**config.mk**
```make
export PLATFORM = sky130hd
export DESIGN_NAME = lcd_capture_flat
export DESIGN_NICKNAME = d
export VERILOG_FILES = /design/src/rtl/lcd_capture_if.sv /design/src/rtl/lcd_capture.sv /design/src/flat_wrapper.sv
export SDC_FILE = /design/constraint.sdc
export NUM_CORES = 1
export LEC_CHECK = 0
export BUFFER_PORTS_ARGS = -buffer_cell sky130_fd_sc_hd__buf_2
export CAP_MARGIN = 10
export CORE_ASPECT_RATIO = 0.75
export CORE_MARGIN = 2
export CORE_UTILIZATION = 51
export DETAILED_ROUTE_END_ITERATION = 12
export GPL_ROUTABILITY_DRIVEN = 0
export GPL_TIMING_DRIVEN = 0
export PLACE_DENSITY = 0.71
export SLEW_MARGIN = 20
export SYNTH_ARGS = -nofsm -noshare
export SYNTH_HDL_FRONTEND = slang
export SYNTH_SLANG_ARGS = --single-unit
```
**constraint.sdc**
```tcl
create_clock -name clk -period 3.9 [get_ports clk]
set_clock_uncertainty 0.2 [all_clocks]
set_input_delay 0.39 -clock clk [delete_from_list [all_inputs] [get_ports clk]]
set_output_delay 0.39 -clock clk [all_outputs]
set_load 0.1 [all_outputs]
```
**src/rtl/lcd_capture_if.sv**
```systemverilog
// lcd_capture_if: LCD scan-out inputs plus framebuffer write and per-frame status outputs.
// The master is the LCD source or test harness; the slave is the capture stage.
// All signals are synchronous to the capture clock.
interface lcd_capture_if #(
  parameter int ABITS = 15
);
  logic             hs;
  logic             vs;
  logic [1:0]       pixel;
  logic             valid;
  logic             fb_we;
  logic [ABITS-1:0] fb_addr;
  logic [1:0]       fb_data;
  logic             frame_done;
  logic [15:0]      frame_cnt;
  logic [15:0]      frame_crc;
  logic             err_hlen;
  logic             err_vlen;

  modport master (
    output hs, vs, pixel, valid,
    input  fb_we, fb_addr, fb_data, frame_done, frame_cnt, frame_crc, err_hlen, err_vlen
  );

  modport slave (
    input  hs, vs, pixel, valid,
    output fb_we, fb_addr, fb_data, frame_done, frame_cnt, frame_crc, err_hlen, err_vlen
  );
endinterface

```
**src/rtl/lcd_capture.sv**
```systemverilog
// lcd_capture: writes visible LCD pixels into a 2bpp framebuffer, reports per-frame crc/count/geometry errors.
// Latency: framebuffer write 1 cycle after the pixel sample; frame_done 1 cycle after the vs rise.
// Backpressure: none; one pixel per cycle, out-of-geometry pixels are dropped and flagged.
module lcd_capture #(
  parameter int H_ACTIVE = 160,
  parameter int V_ACTIVE = 144,
  parameter int ABITS    = 15
) (
  input  logic         clk,
  input  logic         rst,
  lcd_capture_if.slave bus
);

  localparam int XW = $clog2(H_ACTIVE + 1);
  localparam int YW = $clog2(V_ACTIVE + 1);
  localparam logic [XW-1:0]    X_END     = XW'(H_ACTIVE);
  localparam logic [YW-1:0]    Y_END     = YW'(V_ACTIVE);
  localparam logic [ABITS-1:0] LINE_STEP = ABITS'(H_ACTIVE);
  localparam logic [15:0]      CRC_INIT  = 16'hFFFF;

  localparam logic [0:0] WAIT_VS = 1'b0;
  localparam logic [0:0] ACTIVE  = 1'b1;

  function automatic logic [15:0] crc_step(input logic [15:0] c, input logic [1:0] p);
    return {c[14:0], c[15]} ^ {14'b0, p};
  endfunction

  logic [0:0]       state, state_n;
  logic             hs_d, vs_d;
  logic [XW-1:0]    x, x_n;
  logic [YW-1:0]    y, y_n;
  logic [ABITS-1:0] line_base, lb_n;
  logic [15:0]      crc, crc_n;
  logic             hl, hl_n, vl, vl_n;

  logic             wr;
  logic [ABITS-1:0] wr_addr;
  logic             close;
  logic             hl_fin, vl_fin;

  logic             fb_we_q;
  logic [ABITS-1:0] fb_addr_q;
  logic [1:0]       fb_data_q;
  logic             frame_done_q;
  logic [15:0]      frame_cnt_q, frame_crc_q;
  logic             err_hlen_q, err_vlen_q;

  logic hs_rise, vs_rise;
  assign hs_rise = bus.hs & ~hs_d;
  assign vs_rise = bus.vs & ~vs_d;

  // Next-state for the frame walker: vs closes a frame (and may carry pixel 0 of the
  // next one), otherwise the pixel is placed first and a coincident hs then closes the line.
  always_comb begin
    state_n = state;
    x_n     = x;
    y_n     = y;
    lb_n    = line_base;
    crc_n   = crc;
    hl_n    = hl;
    vl_n    = vl;
    wr      = 1'b0;
    wr_addr = line_base + ABITS'(x);
    close   = 1'b0;
    hl_fin  = hl;
    vl_fin  = vl;
    if (state == WAIT_VS) begin
      if (vs_rise) begin
        state_n = ACTIVE;
        x_n     = '0;
        y_n     = '0;
        lb_n    = '0;
        crc_n   = CRC_INIT;
        hl_n    = 1'b0;
        vl_n    = 1'b0;
      end
    end else if (vs_rise) begin
      // An unterminated line still counts as a line and is length-checked.
      close  = 1'b1;
      hl_fin = hl | ((x != '0) && (x != X_END));
      vl_fin = vl | ((y + YW'(x != '0)) != Y_END);
      x_n    = '0;
      y_n    = '0;
      lb_n   = '0;
      crc_n  = CRC_INIT;
      hl_n   = 1'b0;
      vl_n   = 1'b0;
      if (bus.valid) begin
        wr      = 1'b1;
        wr_addr = '0;
        x_n     = XW'(1);
        crc_n   = crc_step(CRC_INIT, bus.pixel);
      end
    end else begin
      if (bus.valid) begin
        if (y == Y_END) begin
          vl_n = 1'b1;
        end else if (x == X_END) begin
          hl_n = 1'b1;
        end else begin
          wr    = 1'b1;
          x_n   = x + 1'b1;
          crc_n = crc_step(crc, bus.pixel);
        end
      end
      // Blanking hsyncs (empty line) are not counted.
      if (hs_rise && (x_n != '0)) begin
        if (x_n != X_END) hl_n = 1'b1;
        y_n  = y + 1'b1;
        lb_n = line_base + LINE_STEP;
        x_n  = '0;
      end
    end
  end

  // Sync edge-detect history and frame walker state.
  always_ff @(posedge clk or posedge rst) begin
    if (rst) begin
      hs_d      <= 1'b0;
      vs_d      <= 1'b0;
      state     <= WAIT_VS;
      x         <= '0;
      y         <= '0;
      line_base <= '0;
      crc       <= CRC_INIT;
      hl        <= 1'b0;
      vl        <= 1'b0;
    end else begin
      hs_d      <= bus.hs;
      vs_d      <= bus.vs;
      state     <= state_n;
      x         <= x_n;
      y         <= y_n;
      line_base <= lb_n;
      crc       <= crc_n;
      hl        <= hl_n;
      vl        <= vl_n;
    end
  end

  // Registered framebuffer write port; address and data hold between writes.
  always_ff @(posedge clk or posedge rst) begin
    if (rst) begin
      fb_we_q   <= 1'b0;
      fb_addr_q <= '0;
      fb_data_q <= 2'b0;
    end else begin
      fb_we_q <= wr;
      if (wr) begin
        fb_addr_q <= wr_addr;
        fb_data_q <= bus.pixel;
      end
    end
  end

  // Per-frame status, latched when a frame closes and held until the next close.
  always_ff @(posedge clk or posedge rst) begin
    if (rst) begin
      frame_done_q <= 1'b0;
      frame_cnt_q  <= 16'h0000;
      frame_crc_q  <= 16'h0000;
      err_hlen_q   <= 1'b0;
      err_vlen_q   <= 1'b0;
    end else begin
      frame_done_q <= close;
      if (close) begin
        frame_cnt_q <= frame_cnt_q + 16'h0001;
        frame_crc_q <= crc;
        err_hlen_q  <= hl_fin;
        err_vlen_q  <= vl_fin;
      end
    end
  end

  assign bus.fb_we      = fb_we_q;
  assign bus.fb_addr    = fb_addr_q;
  assign bus.fb_data    = fb_data_q;
  assign bus.frame_done = frame_done_q;
  assign bus.frame_cnt  = frame_cnt_q;
  assign bus.frame_crc  = frame_crc_q;
  assign bus.err_hlen   = err_hlen_q;
  assign bus.err_vlen   = err_vlen_q;

endmodule

```
**src/flat_wrapper.sv**
```systemverilog
// flat-port wrapper written by rule: the top's interface ports become plain ports
module lcd_capture_flat 
#(
  parameter int H_ACTIVE = 160,
  parameter int V_ACTIVE = 144,
  parameter int ABITS    = 15
)
  (clk, rst, bus_hs, bus_vs, bus_pixel, bus_valid, bus_fb_we, bus_fb_addr, bus_fb_data, bus_frame_done, bus_frame_cnt, bus_frame_crc, bus_err_hlen, bus_err_vlen);
  lcd_capture_if #(.ABITS(ABITS)) bus_i ();
  input  logic clk;
  input  logic rst;
  input wire logic [$bits(bus_i.hs)-1:0] bus_hs;
  input wire logic [$bits(bus_i.vs)-1:0] bus_vs;
  input wire logic [$bits(bus_i.pixel)-1:0] bus_pixel;
  input wire logic [$bits(bus_i.valid)-1:0] bus_valid;
  output wire logic [$bits(bus_i.fb_we)-1:0] bus_fb_we;
  output wire logic [$bits(bus_i.fb_addr)-1:0] bus_fb_addr;
  output wire logic [$bits(bus_i.fb_data)-1:0] bus_fb_data;
  output wire logic [$bits(bus_i.frame_done)-1:0] bus_frame_done;
  output wire logic [$bits(bus_i.frame_cnt)-1:0] bus_frame_cnt;
  output wire logic [$bits(bus_i.frame_crc)-1:0] bus_frame_crc;
  output wire logic [$bits(bus_i.err_hlen)-1:0] bus_err_hlen;
  output wire logic [$bits(bus_i.err_vlen)-1:0] bus_err_vlen;
  assign bus_i.hs = bus_hs;
  assign bus_i.vs = bus_vs;
  assign bus_i.pixel = bus_pixel;
  assign bus_i.valid = bus_valid;
  assign bus_fb_we = bus_i.fb_we;
  assign bus_fb_addr = bus_i.fb_addr;
  assign bus_fb_data = bus_i.fb_data;
  assign bus_frame_done = bus_i.frame_done;
  assign bus_frame_cnt = bus_i.frame_cnt;
  assign bus_frame_crc = bus_i.frame_crc;
  assign bus_err_hlen = bus_i.err_hlen;
  assign bus_err_vlen = bus_i.err_vlen;
  lcd_capture #(.H_ACTIVE(H_ACTIVE), .V_ACTIVE(V_ACTIVE), .ABITS(ABITS)) u_core (.clk(clk), .rst(rst), .bus(bus_i));
endmodule
```
==> results.toml <==
[logic_synthesis]
synth_cell_types = 54
synth_edf_count = 0
yosysWarnings = 0
netlist_area_mm2 = 0.00484
synth_cells = 491
syn_avg_cell_area_um2 = 9.87
async_reset_ff_share_pct = 100
ys_seq_area_share_pct = 52.1
ys.flop_type = "dfrtp_1"
syn-num-nets = 510
ys_ff_latch = 100

[final_layout]
antenna_cells = 0
layout_commonest_cell = "nand2_1"
fillers = 834
final_layout_size_suffix_gt1_share_pct = 19.6
synthToLayoutAreaGrowth_pct = 17.2
seq_area_mm2 = 0.00252
final_cell_mix = "nand2_1, dfrtp_1, buf_2, a21oi_1, o21ai_0"
post-route-cell-area_mm2 = 0.00568
nNetsFinal = 584
multi_input_area_mm2 = 0.00215
final_cells = 698

[power_and_ir_drop]
p_sw_share_pct = 40.5
peakVddDrop_uv = 299
intPower_mw = 1.92
power_leakage_nw = 2.61
power_frac_clock_pct = 29.5
power_frac_seq_pct = 39.2
pwr_density_cell_mw_per_mm2 = 569
pwr-share-comb_pct = 31.3
p_switching_mw = 1.31

[cts]
clock-root-buffer = "clkbuf_16"
clock_latency_ps = 340
htree_levels = 3
cts_resized = 0
clk_path_buf_depth = 2
cts.sinks = 100
clk_pin_slew_ps = 70
cts_setup_buffers = 0
cts_tree = "built"
cts_buffers = 9

[routing]
vias = 3852
dr.first_iter.drc_count = 362
wl_per_cell_um = 15.5
drt_first_pass_iters = 5
viasPerCell = 5.52
routed_wl_mm = 10.8
ant_nets = 0
drc = 0

[worst_setup_path]
worst_ep_required_time_ps = 3910
crit_path_end_kind = "flop"
timing_worst_setup_path_type = "reg -> reg"
crit_path_start_kind = "flop"
path_max_fanout = 10
crit_arrival_ps = 3240
critical_path.max_stage_delay_ps = 460
crit_slowest_cell = "dfrtp_1"
crit_chain = "inv_1, ha_1, nor2b_1, and4_1, buf_2, nor3_1, a2bb2oi_2, o31ai_4, buf_4, buf_6, mux2i_1, nor2_1"

[flow_run]
maxCapViolCount = 0

[sta]
finalSetupViolations = 0
max_freq_mhz = 310
fin_crit_ps = 3230
worst_pin_slew_ps = 613
rsz0062_at_grt = "false"
relSlewSlack_pct = 58.8
post-route-period-util_pct = 82.8
maxSlewViolCount = 0
hold_violations = 0

[floorplan]
ios = 60
die_y_um = 88.4
die_w_um = 117
core_area_mm2 = 0.00916
initial_core_util_pct = 52.9
row_count = 30
die_area_mm2 = 0.0103

[hold_path]
min_path_type = "in -> reg"

[run_status]
status = "finished clean"

[global_route]
gr-total-overflow = 0
grt_pass1_wl_mm = 17.8
grt_start_max_net_pins = 74
grt_pass1_vias = 3579
track_usage_pct = 22.4
antenna_found_initial = 0

[placed_design]
dpl.hpwl_mm = 7.72
dp.cells = 679
placed_area_mm2 = 0.00533
portBuffers = 59
per-layer routing:
layer / vias up / track usage [%] / share of wire, %
li1: 1866 / - / -
met1: 1858 / 34.2 / 51
met2: 118 / 31.7 / 43
met3: 10 / 5.75 / 5.3
met4: 0 / 6.52 / 1.2
met5: - / 0 / 0
layout make-up:
cell class	instances	area share, %
multi-input combinational	352	37.9
sequential	100	44.4
clock buffer	11	4.10
clock inverter	5	1.48
timing repair buffer	63	6.21
tap	128	2.82
inverter	15	1.08
buffer	24	1.98
path summary, 6_finish.rpt:
check | to | start | slack (ps) | cells past startpoint
worst min register to register | u_core.bus.frame_crc[11]$_DFFE_PP0P_ | u_core.bus.frame_crc[11]$_DFFE_PP0P_ | 270 | 2
worst max register to register | u_core.y[1]$_DFFE_PP0P_ | u_core.x[0]$_DFFE_PP0N_ | 670 | 12
worst min-delay path | u_core.bus.fb_data[1]$_DFFE_PP0P_ | bus_pixel[1] | 120 | 2
worst max-delay path | u_core.y[1]$_DFFE_PP0P_ | u_core.x[0]$_DFFE_PP0N_ | 670 | 12
max in group asynchronous | u_core.crc[5]$_DFFE_PP1P_ | rst | 2470 | 4
min in group asynchronous | u_core.bus.frame_cnt[5]$_DFFE_PP0P_ | rst | 360 | 3
power groups by stage:
| stage | combinational, mW | clock (mW) | sequential, mW |
|---|---|---|---|
| 2_1_floorplan | 0.280 | 0 | 1.81 |
| 3_3_place_gp | 0.990 | 0 | 1.28 |
| 3_5_place_dp | 1.01 | 0 | 1.28 |
| 4_1_cts | 1.02 | 0.967 | 1.27 |
| 5_1_grt | 1.07 | 1.02 | 1.28 |
| 6_report | 1.01 | 0.952 | 1.27 |
through the flow:
stage	util (%)	TNS (ps)	power [mW]	hold slack [ps]	setup WS, ps
floorplan	-	0	2.09	221	718
global placement	57.9	-33220	2.27	254	-402
detailed placement	58.2	0	2.29	170	785
CTS	62.0	0	3.25	122	754
global route	62.0	0	3.37	125	560
finish	62.0	0	3.23	125	673
worst max-delay path: cells and delay by family, from the launching register on:
family / cells / cell delay (ps)
AND/OR/NAND/NOR: 4 / 650
multiplexers: 1 / 190
flip-flops: 1 / 460
adder cells (fa/ha/maj): 1 / 170
buffers and inverters: 4 / 840
AO/OA/AOI/OAI: 2 / 570
logic make-up after synthesis:
| logic type | synth area share [%] |
|---|---|
| multiplexers | 0.878 |
| AO/OA/AOI/OAI | 14.5 |
| buffers and inverters | 3.49 |
| other | 0.0774 |
| AND/OR/NAND/NOR | 19.6 |
| flip-flops | 52.1 |
| XOR/XNOR | 6.33 |
| adder cells (fa/ha/maj) | 3.10 |
state kept, by name (all words and copies together), names as in the netlist, 2 cells and up:
name                  cells
u_core.bus.fb_addr       15
u_core.bus.fb_data        2
u_core.bus.frame_cnt     16
u_core.bus.frame_crc     16
u_core.crc               16
u_core.line_base         10
u_core.x                  8
u_core.y                  8
synth_stat cells, types with 11 or more instances:
library cell	n	share of area, %
or3_1	11	1.4
nand3_1	14	1.4
o22a_1	14	2.5
xnor2_1	26	4.7
a21oi_1	31	3.2
inv_1	14	1.1
dfstp_2	16	8.7
ha_1	12	3.1
dfrtp_1	84	43
clkbuf_1	15	1.2
o21ai_0	29	3.0
nand2_1	89	6.9
nor2_1	24	1.9
what timing repair did:
item | 4_1_cts | 5_1_grt
endpoints found under the hold margin | 29 | 0
hold buffers | 3 | 0
setup endpoints to repair | 0 | 0
Note: power is estimated with default switching activity, not from simulation.
